==> src/rtl/uart_pkg.sv <==
// Shared UART definitions: parity mode codes and receiver/transmitter state encodings.
package uart_pkg;
    localparam int PAR_NONE = 0;
    localparam int PAR_EVEN = 1;
    localparam int PAR_ODD  = 2;

    typedef enum logic [2:0] {
        ST_IDLE,
        ST_START,
        ST_DATA,
        ST_PAR,
        ST_STOP
    } uart_state_e;
endpackage

==> src/rtl/uart_rx_core.sv <==
// Bit-level UART receiver: RX synchroniser, framing FSM and one-cycle write strobe.
module uart_rx_core
    import uart_pkg::*;
#(
    parameter int DATA_W    = 8,
    parameter int BAUD_DIV  = 434,
    parameter int PARITY    = 0,
    parameter int STOP_BITS = 1
) (
    input  logic              CLK,
    input  logic              RST,
    input  logic              rx_i,
    output logic              wr_o,
    output logic [DATA_W-1:0] data_o,
    output logic              perr_o,
    output logic              ferr_o
);
    localparam int CW = (BAUD_DIV > 1) ? $clog2(BAUD_DIV) : 1;
    localparam logic [CW-1:0] FULL_C = CW'(BAUD_DIV - 1);
    localparam logic [CW-1:0] HALF_C = CW'(BAUD_DIV / 2 - 1);
    localparam logic [3:0] LAST_D = 4'(DATA_W - 1);
    localparam logic [3:0] LAST_S = 4'(STOP_BITS - 1);

    uart_state_e       state_q, state_d;
    logic [CW-1:0]     cnt_q, cnt_d;
    logic [3:0]        bcnt_q, bcnt_d;
    logic [DATA_W-1:0] sh_q, sh_d;
    logic              perr_q, perr_d;
    logic              ferr_q, ferr_d;
    logic              s1_q, s2_q, prev_q;
    logic              rx_s, expired, par_x;

    assign rx_s    = s2_q;
    assign expired = (cnt_q == '0);
    assign par_x   = (^sh_q) ^ rx_s;
    assign data_o  = sh_q;
    assign perr_o  = perr_q;
    assign ferr_o  = ferr_q | ~rx_s;

    always_ff @(posedge CLK or negedge RST) begin
        if (!RST) begin
            s1_q    <= 1'b1;
            s2_q    <= 1'b1;
            prev_q  <= 1'b1;
            state_q <= ST_IDLE;
            cnt_q   <= '0;
            bcnt_q  <= '0;
            sh_q    <= '0;
            perr_q  <= 1'b0;
            ferr_q  <= 1'b0;
        end else begin
            s1_q    <= rx_i;
            s2_q    <= s1_q;
            prev_q  <= s2_q;
            state_q <= state_d;
            cnt_q   <= cnt_d;
            bcnt_q  <= bcnt_d;
            sh_q    <= sh_d;
            perr_q  <= perr_d;
            ferr_q  <= ferr_d;
        end
    end

    // Counter counts down to zero; every expiry reloads a full bit period.
    always_comb begin
        state_d = state_q;
        cnt_d   = expired ? FULL_C : cnt_q - CW'(1);
        bcnt_d  = bcnt_q;
        sh_d    = sh_q;
        perr_d  = perr_q;
        ferr_d  = ferr_q;
        wr_o    = 1'b0;
        unique case (state_q)
            ST_IDLE: begin
                bcnt_d = '0;
                perr_d = 1'b0;
                ferr_d = 1'b0;
                cnt_d  = HALF_C;
                // Edge-only arming keeps a held-low line from restarting.
                if (prev_q && !rx_s) begin
                    state_d = ST_START;
                end
            end
            ST_START: begin
                if (expired) begin
                    state_d = rx_s ? ST_IDLE : ST_DATA;
                end
            end
            ST_DATA: begin
                if (expired) begin
                    sh_d = {rx_s, sh_q[DATA_W-1:1]};
                    if (bcnt_q == LAST_D) begin
                        bcnt_d  = '0;
                        state_d = (PARITY != PAR_NONE) ? ST_PAR : ST_STOP;
                    end else begin
                        bcnt_d = bcnt_q + 4'd1;
                    end
                end
            end
            ST_PAR: begin
                if (expired) begin
                    perr_d  = (PARITY == PAR_ODD) ? ~par_x : par_x;
                    state_d = ST_STOP;
                end
            end
            ST_STOP: begin
                if (expired) begin
                    if (bcnt_q == LAST_S) begin
                        wr_o    = 1'b1;
                        state_d = ST_IDLE;
                    end else begin
                        ferr_d = ferr_q | ~rx_s;
                        bcnt_d = bcnt_q + 4'd1;
                    end
                end
            end
            default: state_d = ST_IDLE;
        endcase
    end
endmodule

==> src/rtl/uart_rx_fifo_gen.sv <==
// UART receiver with first-word-fall-through character FIFO and sticky overrun flag.
module uart_rx_fifo_gen
    import uart_pkg::*;
#(
    parameter int DATA_W    = 8,
    parameter int DEPTH     = 5,
    parameter int BAUD_DIV  = 434,
    parameter int PARITY    = PAR_NONE,
    parameter int STOP_BITS = 1
) (
    input  logic              CLK,
    input  logic              RST,
    input  logic              RX,
    input  logic              RD_EN,
    input  logic              CLR_ERR,
    output logic [DATA_W-1:0] DATA,
    output logic              DATA_PERR,
    output logic              DATA_FERR,
    output logic              DATA_RDY,
    output logic [DEPTH:0]    LEVEL,
    output logic              FULL,
    output logic              OVERRUN
);
    localparam int N  = 2 ** DEPTH;
    localparam int EW = DATA_W + 2;

    logic              wr, wperr, wferr;
    logic [DATA_W-1:0] wdata;
    logic [EW-1:0]     mem_q [N];
    logic [DEPTH-1:0]  wptr_q, rptr_q;
    logic [DEPTH:0]    level_q, level_d;
    logic              full_q, rdy_q, ovr_q;
    logic              pop, push, drop;

    uart_rx_core #(
        .DATA_W   (DATA_W),
        .BAUD_DIV (BAUD_DIV),
        .PARITY   (PARITY),
        .STOP_BITS(STOP_BITS)
    ) u_core (
        .CLK   (CLK),
        .RST   (RST),
        .rx_i  (RX),
        .wr_o  (wr),
        .data_o(wdata),
        .perr_o(wperr),
        .ferr_o(wferr)
    );

    // A pop in the write cycle frees the slot, so a full FIFO still accepts.
    assign pop     = RD_EN & rdy_q;
    assign push    = wr & (~full_q | pop);
    assign drop    = wr & full_q & ~pop;
    assign level_d = level_q + {{DEPTH{1'b0}}, push} - {{DEPTH{1'b0}}, pop};

    always_ff @(posedge CLK) begin
        if (push) begin
            mem_q[wptr_q] <= {wferr, wperr, wdata};
        end
    end

    always_ff @(posedge CLK or negedge RST) begin
        if (!RST) begin
            wptr_q  <= '0;
            rptr_q  <= '0;
            level_q <= '0;
            full_q  <= 1'b0;
            rdy_q   <= 1'b0;
            ovr_q   <= 1'b0;
        end else begin
            if (push) wptr_q <= wptr_q + DEPTH'(1);
            if (pop)  rptr_q <= rptr_q + DEPTH'(1);
            level_q <= level_d;
            full_q  <= (level_d == (DEPTH+1)'(N));
            rdy_q   <= (level_d != '0);
            ovr_q   <= drop | (ovr_q & ~CLR_ERR);
        end
    end

    assign {DATA_FERR, DATA_PERR, DATA} = mem_q[rptr_q];
    assign DATA_RDY = rdy_q;
    assign LEVEL    = level_q;
    assign FULL     = full_q;
    assign OVERRUN  = ovr_q;
endmodule

==> config.mk <==
export PLATFORM = sky130hd
export DESIGN_NAME = uart_rx_fifo_gen
export DESIGN_NICKNAME = d
export VERILOG_FILES = /design/src/rtl/uart_pkg.sv /design/src/rtl/uart_rx_core.sv /design/src/rtl/uart_rx_fifo_gen.sv
export SDC_FILE = /design/constraint.sdc
export NUM_CORES = 1
export LEC_CHECK = 0
export CAP_MARGIN = 20
export CORE_MARGIN = 3
export CORE_UTILIZATION = 50
export CTS_BUF_LIST = sky130_fd_sc_hd__clkbuf_8 sky130_fd_sc_hd__clkbuf_16
export CTS_CLUSTER_SIZE = 40
export DETAILED_ROUTE_END_ITERATION = 12
export PLACE_DENSITY = 0.66
export SYNTH_ARGS = -nofsm -noshare
export SYNTH_HDL_FRONTEND = slang
export SYNTH_HIERARCHICAL = 1
export SYNTH_SLANG_ARGS = --single-unit
==> constraint.sdc <==
create_clock -name CLK -period 4.95 [get_ports CLK]
set_clock_uncertainty 0.1 [all_clocks]
set_input_delay 0.99 -clock CLK [delete_from_list [all_inputs] [get_ports CLK]]
set_output_delay 0.99 -clock CLK [all_outputs]
set_load 0.02 [all_outputs]
==> impl_summary.txt, run 1 <==
----------------------------------------------------
[Logic synthesis]
  Synthesized area divided by synthesized cell count ... 18.6 µm²
  Multiplexer share of the synthesized area ... between 10% and 20%
  Top cells by area, synth ... sky130_fd_sc_hd__edfxtp_1 (65%), sky130_fd_sc_hd__mux4_2 (9.1%), sky130_fd_sc_hd__dfrtp_1 (7.6%)
  Number of distinct library cells after synthesis ... 62
  Most numerous cell types in the synthesized netlist ... sky130_fd_sc_hd__edfxtp_1 (320), sky130_fd_sc_hd__mux4_2 (60), sky130_fd_sc_hd__nor2_1 (48)
  Synthesized net count ... 819
  Synth warn ... 6
  Post-Synth Adder-Cell Area ... 1.31%
  Post-synthesis sequential element count ... 368
  Area of the mapped netlist ... between 0.01 and 0.015 mm²
  Combinational family with the most area after synthesis ... multiplexers
  Cell count after synthesis ... 799
  Most common cell in the synthesized netlist ... sky130_fd_sc_hd__edfxtp_1
  Post-synthesis cell type with the largest combined area ... sky130_fd_sc_hd__edfxtp_1
  Xor-xnor portion of the synthesized cell area ... about 1.4%
  Flip-flop cell with the highest count after synthesis ... sky130_fd_sc_hd__edfxtp_1
  Register area share after synthesis ... around 73%
  Share of synthesized cell area in and, or, nand and nor gates ... 4.21%
  Area share of the leading cell type in the synthesized netlist ... 64.7%
  Compound-gate portion of the synthesized area ... approximately 5.2%
  Proportion of synthesized flip-flops having asynchronous set or reset ... 13.0%
  Number of flops mapped to enable cells by yosys ... 320

[Routing]
  Vias per Instance ... about 6
  DRC marker count from the first detailed-route iteration ... ~660
  DRC Markers ... 0
  Detailed-route wire length per cell ... 24.1 µm
  Routed wire length ... between 30,000 and 40,000 µm
  Total via count after detailed routing ... 7,487
  Initial DRT Pass Iterations ... 6
  ANT nets after route ... 0

[Placed design]
  Global placer's final weighted congestion ... 0.796
  Total half-perimeter wirelength after legalization and detailed placement ... 18,200 µm
  Number of input and output port buffers inserted ... 23

[Cells and area]
  Core utilization of the finished layout ... 57.9%
  Fraction of final layout cells sized beyond drive strength 1 ... 19.6%
  Fill cell count ... around 2,200
  Nets@finish ... 871
  Number of diodes ... 0
  Area Overhead vs Synth ... 13.1%

[Flow run]
  Max-cap check violation count ... 0

[Critical path]
  Crit path capture type ... output pin
  Critical path class ... reg2out
  R2R Path Start ... u_core/cnt_q[0]
  Capturing point of the worst reg2reg path ... DATA_RDY
  Largest fanout on the critical path ... 37
  Slowest stage delay, CP ... 0.90 ns
  Critical path launch point type ... flop
  Arrival time worst endpoint ... 3.58 ns
  Sequence of cells on the critical path ... buf_4 -> mux4_2 -> a2111oi_2 -> a21oi_1 -> clkdlybuf4s50_1
  Worst Reg2Reg Path Length in Cells ... 16
  Library cell contributing the largest single delay on the critical path ... sky130_fd_sc_hd__dfrtp_4
  Worst path required time ... around 3.9 ns
  R2R setup slack ... 0.65 ns

[Timing]
  Transition at the pin with the smallest max-transition slack ... 1.13 ns
  Setup total negative slack ... 0 ns
  RSZ-0062 raised after global routing ... false
  Hold Fails Final Rpt ... 0
  Slew headroom ... 24.3%
  Share of the clock period used by the worst path ... 94.3%
  Setup violation total in the final timing report ... 0
  FMAX ... 214 MHz
  Final Max Tran Viols ... 0
  Time the final worst path needs with I/O delays and setup ... 4.67 ns

[Die]
  Height of the die ... 178 µm
  Row count ... 62
  Boundary pin count ... 24
  Area of the core ... 0.0290 mm²
  Starting density of the core ... between 50% and 60%
  Floorplan die width ... 178 µm
  Area of the die ... 0.0318 mm²

[Clocking]
  Clock Sinks ... 368
  Clock slew seen by the registers of the worst setup and hold paths ... 0.06 ns
  Hold buffers post-CTS ... 0
  Number of CTS-inserted buffers ... 38
  TritonCTS clock tree ... yes
  Source-to-sink clock delay at the later pin of the worst-skew pair ... 0.51 ns
  Root buffer selected by CTS ... sky130_fd_sc_hd__clkbuf_16
  CTS H-tree depth ... 2
  Number of gates resized after cts ... 0
  Post-CTS Setup Bufs ... 0
  Maximum number of buffers from clock root to sink ... 3

[Power]
  Areal power density over the cells ... ~470 mW/mm²
  Part of the power in the clock network ... 33.0%
  Sequential power share ... 46.0%
  Switching fraction of total power ... 28.4%
  Power consumption ... 7.98 mW
  Cell internal power dissipation ... 5.71 mW
  Relative contribution of combinational cells to total power ... 21.0%
  Peak ir drop on the vdd network ... 0.344 mV
  Leakage power summed over all cells ... 6.24 nW
  Net Sw Power ... 2.26 mW

[Global routing]
  First-pass GRT wire length ... 46,600 µm
  Antenna violations before repair ... 0
  Pin count of the biggest net entering global routing ... 49
  Vias in the first global route ... 7,597
  GRT Residual Overflow ... 0
  Global Route Usage Sum ... 19.7%

[Hold path]
  Type of the tightest min-delay check ... in2async

[Outcome]
  Status ... finished clean

----------------------------------------------------
## per-stage QoR
step,cell area [µm²],worst slack [ns],instances,hold WS (ns)
after CTS,16700,0.186,1256,0.256
final,16800,0.280,1262,0.245
after global routing,16800,0.132,1262,0.236
after global placement,15500,0.766,1189,0.249
after detailed placement,15500,0.677,1189,0.248
after floorplan,14900,0.932,799,0.245
## power by group through the flow
stage / combinational, mW / clock [mW] / sequential, mW
6_report: 1.68 / 2.63 / 3.67
5_1_grt: 1.81 / 2.81 / 3.70
4_1_cts: 1.63 / 2.68 / 3.72
3_5_place_dp: 1.62 / 0 / 3.78
3_3_place_gp: 1.59 / 0 / 3.76
2_1_floorplan: 1.30 / 0 / 3.59
## metal layers
layer	up-vias	part of all wire [%]	global-route usage, %
met1	3875	43	28.1
met3	48	6.8	4.58
met4	0	2.0	5.29
li1	3314	-	-
met2	250	48	30.9
met5	-	0	0
## placed cells by master, fill, tap and decap left out, types with 3 or more instances in the layout
master,netlist,layout
sky130_fd_sc_hd__mux2i_1,43,43
sky130_fd_sc_hd__nor2_1,48,47
sky130_fd_sc_hd__clkdlybuf4s50_1,0,22
sky130_fd_sc_hd__nand3_1,6,6
sky130_fd_sc_hd__or3b_2,3,3
sky130_fd_sc_hd__or3_1,4,4
sky130_fd_sc_hd__dfstp_2,3,3
sky130_fd_sc_hd__mux4_2,60,60
sky130_fd_sc_hd__nor3b_1,3,3
sky130_fd_sc_hd__o22ai_1,9,9
sky130_fd_sc_hd__clkinv_1,0,5
sky130_fd_sc_hd__edfxtp_1,320,320
sky130_fd_sc_hd__a22oi_1,11,11
sky130_fd_sc_hd__inv_1,20,32
sky130_fd_sc_hd__buf_4,6,21
sky130_fd_sc_hd__clkbuf_16,0,39
sky130_fd_sc_hd__o31ai_1,3,3
sky130_fd_sc_hd__o221ai_1,10,10
sky130_fd_sc_hd__ha_1,14,14
sky130_fd_sc_hd__buf_16,0,4
sky130_fd_sc_hd__o21ai_0,12,12
sky130_fd_sc_hd__dfrtp_1,45,43
sky130_fd_sc_hd__mux2_4,8,8
sky130_fd_sc_hd__nand4_1,4,4
sky130_fd_sc_hd__clkinv_2,0,8
sky130_fd_sc_hd__nand3b_1,5,5
sky130_fd_sc_hd__nor2b_1,6,6
sky130_fd_sc_hd__xnor2_1,18,18
sky130_fd_sc_hd__a2111oi_2,9,9
sky130_fd_sc_hd__nor3_1,4,4
sky130_fd_sc_hd__a21oi_1,27,27
sky130_fd_sc_hd__nand2_1,19,19
sky130_fd_sc_hd__a22o_1,9,9
sky130_fd_sc_hd__xor2_1,4,4
## layout make-up
type	count	area [µm²]	share of cell area, %
Timing Repair Buffer	51	548	3.26
Sequential cell	368	10800	64.4
Tap cell	384	480	2.86
Inverter	20	75.1	0.447
Clock inverter	28	173	1.03
Clock buffer	39	976	5.81
Multi-Input combinational cell	372	3720	22.2
## worst max-delay path: cells and delay by family (launching register included)
family	cells	cell delay [ns]
AOI/OAI and AO/OA	2	0.63
muxes	1	0.54
buffers and inverters	2	0.96
DFF	1	0.90
## worst max-delay path by stage
stage | startpoint | slack [ns] | endpoint
2_1_floorplan | u_core/cnt_q[0] | 0.93 | DATA_RDY
3_3_place_gp | rptr_q[0] | 0.77 | DATA[5]
3_5_place_dp | u_core/cnt_q[0] | 0.68 | DATA_RDY
4_1_cts | rptr_q[0] | 0.19 | DATA[5]
5_1_grt | rptr_q[0] | 0.13 | DATA_FERR
6_report | rptr_q[0] | 0.28 | DATA[5]
## state kept, by name (all words and copies together), names as in the netlist
| register | count |
|---|---|
| u_core/cnt_q | 9 |
| OVERRUN | 1 |
| u_core/rx_s | 1 |
| u_core/perr_o | 1 |
| u_core/ferr_q | 1 |
| u_core/bcnt_q | 4 |
| u_core/s1_q | 1 |
| u_core/prev_q | 1 |
| u_core/state_q | 3 |
| FULL | 1 |
| rptr_q | 5 |
| u_core/data_o | 8 |
| wptr_q | 5 |
| mem_q | 320 |
| LEVEL | 6 |
| DATA_RDY | 1 |
## kinds of logic after synthesis
group                    after synthesis
buffers and inverters                 59
AND/OR/NAND/NOR                      119
flip-flops                           368
XOR/XNOR                              23
adder cells (fa/ha/maj)               15
multiplexers                         112
AO/OA/AOI/OAI                        103
No activity file was read; power rests on OpenSTA's default activity.
==> run 2: changes to the inputs <==
Settings changed: CORE_UTILIZATION 50 to 61, PLACE_DENSITY 0.66 to 0.78, RECOVER_POWER set to 100.
==> run 2 against run 1 <==
  * The flow now finishes with violations (max-capacitance violations, max-slew violations)
  * Core utilization rose by 12 points
  * Total power grew 0.89%
  * Non-clock buffer count increased by 7
  * Final cell count decreased by 4.6%
  * Die area fell by 17%
  * Routed wire length up 4.2%
==> impl_summary.txt, run 2 (synthesis results as in run 1) <==
----------------------------------------------------
[Outcome]
  Status ... finished with violations
  Violated checks ... max-capacitance violations, max-slew violations

[Clocking]
  Maximum number of buffers from clock root to sink ... 3 (unchanged)
  Clock slew seen by the registers of the worst setup and hold paths ... 0.06 ns (about the same)
  Post-CTS Setup Bufs ... 0 (unchanged)
  Number of CTS-inserted buffers ... 38 (unchanged)
  Clock Sinks ... 368 (unchanged)
  TritonCTS clock tree ... yes
  Source-to-sink clock delay at the later pin of the worst-skew pair ... 0.53 ns (+0.02 ns)
  Hold buffers post-CTS ... 0 (unchanged)
  CTS H-tree depth ... 2 (unchanged)
  Number of gates resized after cts ... 0 (unchanged)
  Root buffer selected by CTS ... sky130_fd_sc_hd__clkbuf_16

[Cells and area]
  Commonest cells after routing, fill and taps aside ... sky130_fd_sc_hd__edfxtp_1 (320), sky130_fd_sc_hd__mux4_2 (60), sky130_fd_sc_hd__nor2_1 (47), sky130_fd_sc_hd__dfrtp_1 (43), sky130_fd_sc_hd__mux2i_1 (43)
  Final cell count without fillers ... 1,204 (-4.6%)
  Nets@finish ... 878 (+0.80%)
  Register with the most flip-flops ... mem_q
  Most frequent standard cell in the layout excluding fill and tap cells ... sky130_fd_sc_hd__edfxtp_1
  Area Overhead vs Synth ... 11.7%
  Fraction of final layout cells sized beyond drive strength 1 ... 17.3% (-2.3 points)
  Number of diodes ... 0 (unchanged)
  Largest register FFs ... 320 (unchanged)

[Critical path]
  R2R Path Start ... u_core/cnt_q[0]
  Capturing point of the worst reg2reg path ... DATA_RDY
  Sequence of cells on the critical path ... buf_4 -> mux4_2 -> a22oi_1 -> a21oi_1 -> dlygate4sd3_1
  Largest fanout on the critical path ... 30 (-19%)
  Kind of cell with the highest combined delay on the critical path ... buffers and inverters
  Critical path class ... reg2out
  R2R setup slack ... 0.54 ns (-0.11 ns)
  Worst Reg2Reg Path Length in Cells ... 16 (unchanged)
  Critical path launch point type ... flop
  Arrival time worst endpoint ... 3.56 ns (-0.02 ns)
  Crit path capture type ... output pin
  Count of buffer and inverter cells on the critical path ... 2 (unchanged)
  Worst setup path start ... rptr_q[0]
  Slowest stage delay, CP ... 0.78 ns (-0.12 ns)
  Library cell contributing the largest single delay on the critical path ... sky130_fd_sc_hd__dfrtp_4
  Worst path required time ... 3.86 ns (about the same)
  Logic depth of the worst path, buffers included ... 5 (unchanged)
  Capture point of the worst path ... DATA[0]

[Die]
  Area of the die ... 0.0263 mm² (-17%)
  Starting density of the core ... 62.7% (+12 points)
  Floorplan die width ... 162 µm (-9.1%)
  Boundary pin count ... 24 (unchanged)
  Area of the core ... 0.0237 mm² (-18%)
  Row count ... 56 (-9.7%)
  Height of the die ... 162 µm (-9.1%)

[Global routing]
  Vias in the first global route ... 8,143 (+7.2%)
  Antenna violations before repair ... 0 (unchanged)
  Pin count of the biggest net entering global routing ... 49 (unchanged)
  Global Route Usage Sum ... 24.5% (+4.9 points)
  GRT Residual Overflow ... 0 (unchanged)
  First-pass GRT wire length ... 48,600 µm (+4.4%)

[Routing]
  ANT nets after route ... 0 (unchanged)
  Total via count after detailed routing ... 7,860 (+5.0%)
  Initial DRT Pass Iterations ... 5 (-1)
  Detailed-route wire length per cell ... 26.3 µm (+9.2%)
  DRC Markers ... 0 (unchanged)
  Routed wire length ... 31,600 µm (+4.2%)
  Vias per Instance ... 6.53 (+10%)
  DRC marker count from the first detailed-route iteration ... 776 (+17%)

[Power]
  Cell internal power dissipation ... 5.75 mW (+0.70%)
  Sequential power share ... 45.5% (-0.5 points)
  Areal power density over the cells ... 485 mW/mm² (+2.2%)
  Net Sw Power ... 2.30 mW (+1.4%)
  Part of the power in the clock network ... 34.0% (+1.0 points)
  Relative contribution of combinational cells to total power ... 20.5% (-0.5 points)
  Peak ir drop on the vdd network ... 0.442 mV (+29%)
  Leakage power summed over all cells ... 6.16 nW (-1.4%)
  Switching fraction of total power ... 28.5% (+0.13 points)

[Timing]
  Final Max Tran Viols ... 78 (+78)
  RSZ-0062 raised after global routing ... false
  Slew headroom ... -52.0% (-76 points)
  Share of the clock period used by the worst path ... 94.0% (-0.35 points)
  FMAX ... 215 MHz (+0.37%)
  Setup violation total in the final timing report ... 0 (unchanged)
  Time the final worst path needs with I/O delays and setup ... 4.65 ns (-0.0171 ns)
  Transition at the pin with the smallest max-transition slack ... 2.28 ns (+1.15 ns)
  Setup total negative slack ... 0 ns (unchanged)
  Hold Fails Final Rpt ... 0 (unchanged)

[Placed design]
  Number of input and output port buffers inserted ... 23 (unchanged)
  Total half-perimeter wirelength after legalization and detailed placement ... 18,000 µm (-1.2%)
  Placed instance count ... 1,122 (-5.6%)
  Global placer's final weighted congestion ... 0.806 (+1.3%)

[Hold path]
  Type of the tightest min-delay check ... in2async

[Flow run]
  Max-cap check violation count ... 2 (+2)

----------------------------------------------------
-- run 2: worst min-delay path by stage --
stage / cells past startpoint / end / from / slack [ns]
global route: 1 / u_core/cnt_q[3] / RST / 0.26
finish: 1 / u_core/cnt_q[3] / RST / 0.24
floorplan: 0 / u_core/rx_s / u_core/s1_q / 0.25
global placement: 0 / u_core/rx_s / u_core/s1_q / 0.25
CTS: 0 / u_core/rx_s / u_core/s1_q / 0.26
detailed placement: 0 / u_core/rx_s / u_core/s1_q / 0.25
-- run 2: power by group through the flow --
| stage | clock (mW) | combinational (mW) | sequential [mW] |
|---|---|---|---|
| floorplan | 0 | 1.30 | 3.59 |
| global placement | 0 | 1.58 | 3.74 |
| detailed placement | 0 | 1.63 | 3.75 |
| CTS | 2.77 | 1.65 | 3.69 |
| global route | 2.90 | 1.78 | 3.69 |
| finish | 2.74 | 1.65 | 3.66 |
-- run 2: layout make-up --
cell class	count	area, µm²
clock buffer	40	990
clock inverter	27	206
fill	1516	7100
inverter	20	75.1
multi-input combinational	372	3670
sequential	368	10800
tap	319	399
timing repair buffer	58	419
-- run 2: through the flow --
step / setup slack (ns) / power (mW) / hold slack, ns / utilization, % / cell area, µm²
6_report: 0.297 / 8.05 / 0.239 / 70.0 / 16600
2_1_floorplan: 0.932 / 4.89 / 0.245 / - / 14900
3_5_place_dp: 0.778 / 5.38 / 0.248 / 65.0 / 15400
5_1_grt: 0.145 / 8.36 / 0.265 / 70.0 / 16600
3_3_place_gp: 0.869 / 5.32 / 0.249 / 65.0 / 15400
4_1_cts: 0.321 / 8.11 / 0.256 / 70.1 / 16600
-- run 2: layer usage --
| layer | part of all wire (%) | global-route usage, % | vias up |
|---|---|---|---|
| met5 | 0 | 0 | - |
| met4 | 3.1 | 8.22 | 0 |
| met3 | 7.4 | 4.16 | 77 |
| met2 | 49 | 39.1 | 382 |
| met1 | 41 | 35.4 | 4081 |
| li1 | - | - | 3320 |
==> run 3: changes to the inputs <==
Settings changed: SYNTH_HIERARCHICAL 1 to unset.
==> run 3 against run 2 <==
  * The flow still finishes with violations (max-capacitance violations, max-slew violations)
  * Die area rose by 0.54%
  * Clock power fell by 5%
  * Sequential cell count did not move
  * Final area rose by 0.28%
  * Register-to-register slack improved by 0.13 ns
  * Combinational power rose by 36%
  * Count of clock-buffer cells in the layout fell by 3
  * Hold slack improved by 0.023 ns
  * Largest cell class unchanged
  * Largest power group unchanged
==> impl_summary.txt, run 3 <==
----------------------------------------------------
[Power]
  Areal power density over the cells ... 509 mW/mm² (+4.9%)
  Peak ir drop on the vdd network ... 0.261 mV (-41%)
  Leakage power summed over all cells ... 6.36 nW (+3.4%)

[Clocking]
  Number of gates resized after cts ... 0 (unchanged)
  CTS H-tree depth ... 2 (unchanged)
  TritonCTS clock tree ... yes
  Post-CTS Setup Bufs ... 0 (unchanged)
  Root buffer selected by CTS ... sky130_fd_sc_hd__clkbuf_16
  Clock Sinks ... 368 (unchanged)
  Source-to-sink clock delay at the later pin of the worst-skew pair ... 0.51 ns (-0.02 ns)
  Number of CTS-inserted buffers ... 36 (-5.3%)
  Clock slew seen by the registers of the worst setup and hold paths ... 0.06 ns (about the same)
  Hold buffers post-CTS ... 0 (unchanged)
  Maximum number of buffers from clock root to sink ... 3 (unchanged)

[Die]
  Starting density of the core ... 62.9% (+0.17 points)
  Height of the die ... 162 µm (+0.27%)
  Boundary pin count ... 24 (unchanged)
  Row count ... 56 (unchanged)
  Floorplan die width ... 162 µm (+0.27%)
  Area of the die ... 0.0264 mm² (+0.54%)
  Area of the core ... 0.0238 mm² (+0.30%)

[Global routing]
  Antenna violations before repair ... 0 (unchanged)
  Met2 usage ... 38.3% (-0.73 points)
  Met3 track demand over resource in global routing ... 4.30% (+0.14 points)
  Most heavily used metal layer in global routing ... met2
  GRT Residual Overflow ... 0 (unchanged)
  Pin count of the biggest net entering global routing ... 49 (unchanged)
  First-pass GRT wire length ... 47,600 µm (-2.1%)
  Vias in the first global route ... 7,962 (-2.2%)
  Global Route Usage Sum ... 24.0% (-0.54 points)
  Met1 routing resource usage after global routing ... 34.3% (-1.1 points)

[Logic synthesis]
  Area of the mapped netlist ... 0.0149 mm² (+0.56%)
  Post-synthesis cell type with the largest combined area ... sky130_fd_sc_hd__edfxtp_1
  Number of distinct library cells after synthesis ... 60 (-3.2%)
  Synthesized net count ... 877 (+7.1%)
  Number of flops mapped to enable cells by yosys ... 320 (unchanged)
  Register area share after synthesis ... 72.4% (-0.41 points)
  Synth warn ... 0 (-6)
  Synthesized area divided by synthesized cell count ... 17.4 µm² (-6.1%)
  Top cells by area, synth ... sky130_fd_sc_hd__edfxtp_1 (64%), sky130_fd_sc_hd__dfrtp_1 (7.5%), sky130_fd_sc_hd__mux2i_1 (6.7%)
  Flip-flop cell with the highest count after synthesis ... sky130_fd_sc_hd__edfxtp_1
  Cell count after synthesis ... 856 (+7.1%)
  Area share of the leading cell type in the synthesized netlist ... 64.3% (-0.36 points)
  Proportion of synthesized flip-flops having asynchronous set or reset ... 13.0% (unchanged)
  Post-synthesis sequential element count ... 368 (unchanged)
  Most common cell in the synthesized netlist ... sky130_fd_sc_hd__edfxtp_1
  Most numerous cell types in the synthesized netlist ... sky130_fd_sc_hd__edfxtp_1 (320), sky130_fd_sc_hd__mux2i_1 (100), sky130_fd_sc_hd__nor2_1 (47)

[Outcome]
  Violated checks ... max-capacitance violations, max-slew violations
  Status ... finished with violations

[Timing]
  RSZ-0062 raised after global routing ... false
  Setup total negative slack ... 0 ns (unchanged)
  Final Worst Setup Slack ... 0.308 ns (+0.0110 ns)
  Share of the clock period used by the worst path ... 93.8% (-0.22 points)
  Hold Fails Final Rpt ... 0 (unchanged)
  FMAX ... 215 MHz (+0.24%)
  Final Max Tran Viols ... 252 (+220%)
  Setup violation total in the final timing report ... 0 (unchanged)
  Transition at the pin with the smallest max-transition slack ... 2.24 ns (-0.0399 ns)
  Slew headroom ... -49.3% (+2.7 points)
  Time the final worst path needs with I/O delays and setup ... 4.64 ns (-0.0110 ns)

[Routing]
  DRC marker count from the first detailed-route iteration ... 902 (+16%)
  ANT nets after route ... 0 (unchanged)
  Initial DRT Pass Iterations ... 8 (+3)
  DRC Markers ... 0 (unchanged)
  Total via count after detailed routing ... 7,950 (+1.1%)
  Vias per Instance ... 6.37 (-2.4%)
  Routed wire length ... 31,100 µm (-1.6%)
  Detailed-route wire length per cell ... 25.0 µm (-5.1%)

[Critical path]
  Capturing point of the worst reg2reg path ... DATA_RDY
  Worst path required time ... 3.86 ns (about the same)
  Slowest stage delay, CP ... 0.84 ns (+0.06 ns)
  Arrival time worst endpoint ... 3.55 ns (about the same)
  Sequence of cells on the critical path ... buf_12 -> mux4_2 -> mux2i_1 -> o221ai_1 -> clkdlybuf4s50_1
  Largest fanout on the critical path ... 39 (+30%)
  Library cell contributing the largest single delay on the critical path ... sky130_fd_sc_hd__dfrtp_2
  Critical path launch point type ... flop
  Critical path class ... reg2out
  Crit path capture type ... output pin
  R2R setup slack ... 0.67 ns (+0.13 ns)
  Worst Reg2Reg Path Length in Cells ... 12 (-4)
  R2R Path Start ... u_core.cnt_q[4]

[Cells and area]
  Most frequent standard cell in the layout excluding fill and tap cells ... sky130_fd_sc_hd__edfxtp_1
  Number of diodes ... 0 (unchanged)
  Largest register FFs ... 320 (unchanged)
  Fraction of final layout cells sized beyond drive strength 1 ... 13.1% (-4.2 points)
  Commonest cells after routing, fill and taps aside ... sky130_fd_sc_hd__edfxtp_1 (320), sky130_fd_sc_hd__mux2i_1 (100), sky130_fd_sc_hd__nor2_1 (48), sky130_fd_sc_hd__dfrtp_1 (44), sky130_fd_sc_hd__mux4_2 (40)
  Register with the most flip-flops ... mem_q
  Area Overhead vs Synth ... 11.3%
  Nets@finish ... 925 (+5.4%)

[Placed design]
  Total half-perimeter wirelength after legalization and detailed placement ... 18,500 µm (+2.8%)
  Global placer's final weighted congestion ... 0.877 (+8.8%)
  Number of input and output port buffers inserted ... 23 (unchanged)
  Pre-CTS setup slack ... 0.588 ns (-0.190 ns)

[Flow run]
  Max-cap check violation count ... 7 (+5)

[Hold path]
  Type of the tightest min-delay check ... in2async

----------------------------------------------------
[run 3: cells by family (layout without fill, tap and decap cells)]
group,count (synthesis),after routing,share of synthesized area (%)
DFF,368,368,72.4
and+or+nand+nor,140,140,4.75
adders and majority gates,16,16,1.39
buffers and inverters,61,134,1.72
muxes,152,152,13.6
AOI/OAI and AO/OA,93,93,4.52
xor gates and xnor gates,26,26,1.57
[run 3: metrics by stage]
step	hold WS (ns)	total power [mW]	instance area [µm²]	cells	util [%]
after CTS	0.257	8.53	16700	1244	70.5
after floorplan	0.245	5.24	14900	856	-
after global placement	0.248	5.85	15600	1180	65.6
after detailed placement	0.249	5.93	15600	1181	65.7
final	0.262	8.47	16600	1248	70.0
after global routing	0.268	8.79	16600	1248	70.0
[run 3: where the power goes]
group	total (mW)	switching [mW]	internal, mW	leakage (nW)
combinational	2.25	1.29	0.967	1.69
clock	2.61	1.10	1.51	0.589
sequential	3.60	0.175	3.43	4.08
total	8.47	2.56	5.91	6.36
[run 3: cell type report]
class	instances	area, µm²
multi-input cells	427	3820
clock buffers	37	926
clock inverters	26	203
repair buffers	52	392
inverters	19	71.3
fillers	1442	7120
flip-flops and latches	368	10800
well taps	319	399
[run 3: critical path: cells and delay by family (launching register included)]
kind / cells / cell delay [ns]
buffers and inverters: 2 / 0.97
multiplexers: 2 / 0.92
flip-flops: 1 / 0.84
AO/OA/AOI/OAI: 1 / 0.27
[run 3: worst max-delay path by stage]
stage / end / start / cells after the start
CTS: DATA[4] / rptr_q[0] / 5
global placement: DATA_RDY / RD_EN / 13
global route: DATA[2] / rptr_q[0] / 7
finish: DATA[4] / rptr_q[0] / 5
detailed placement: DATA_RDY / RD_EN / 13
floorplan: DATA_RDY / RD_EN / 12
[run 3: routing by layer]
layer | up-vias | part of all wire [%]
li1 | 3448 | -
met1 | 4027 | 39
met2 | 394 | 49
met3 | 81 | 8.6
met4 | 0 | 3.2
met5 | - | 0
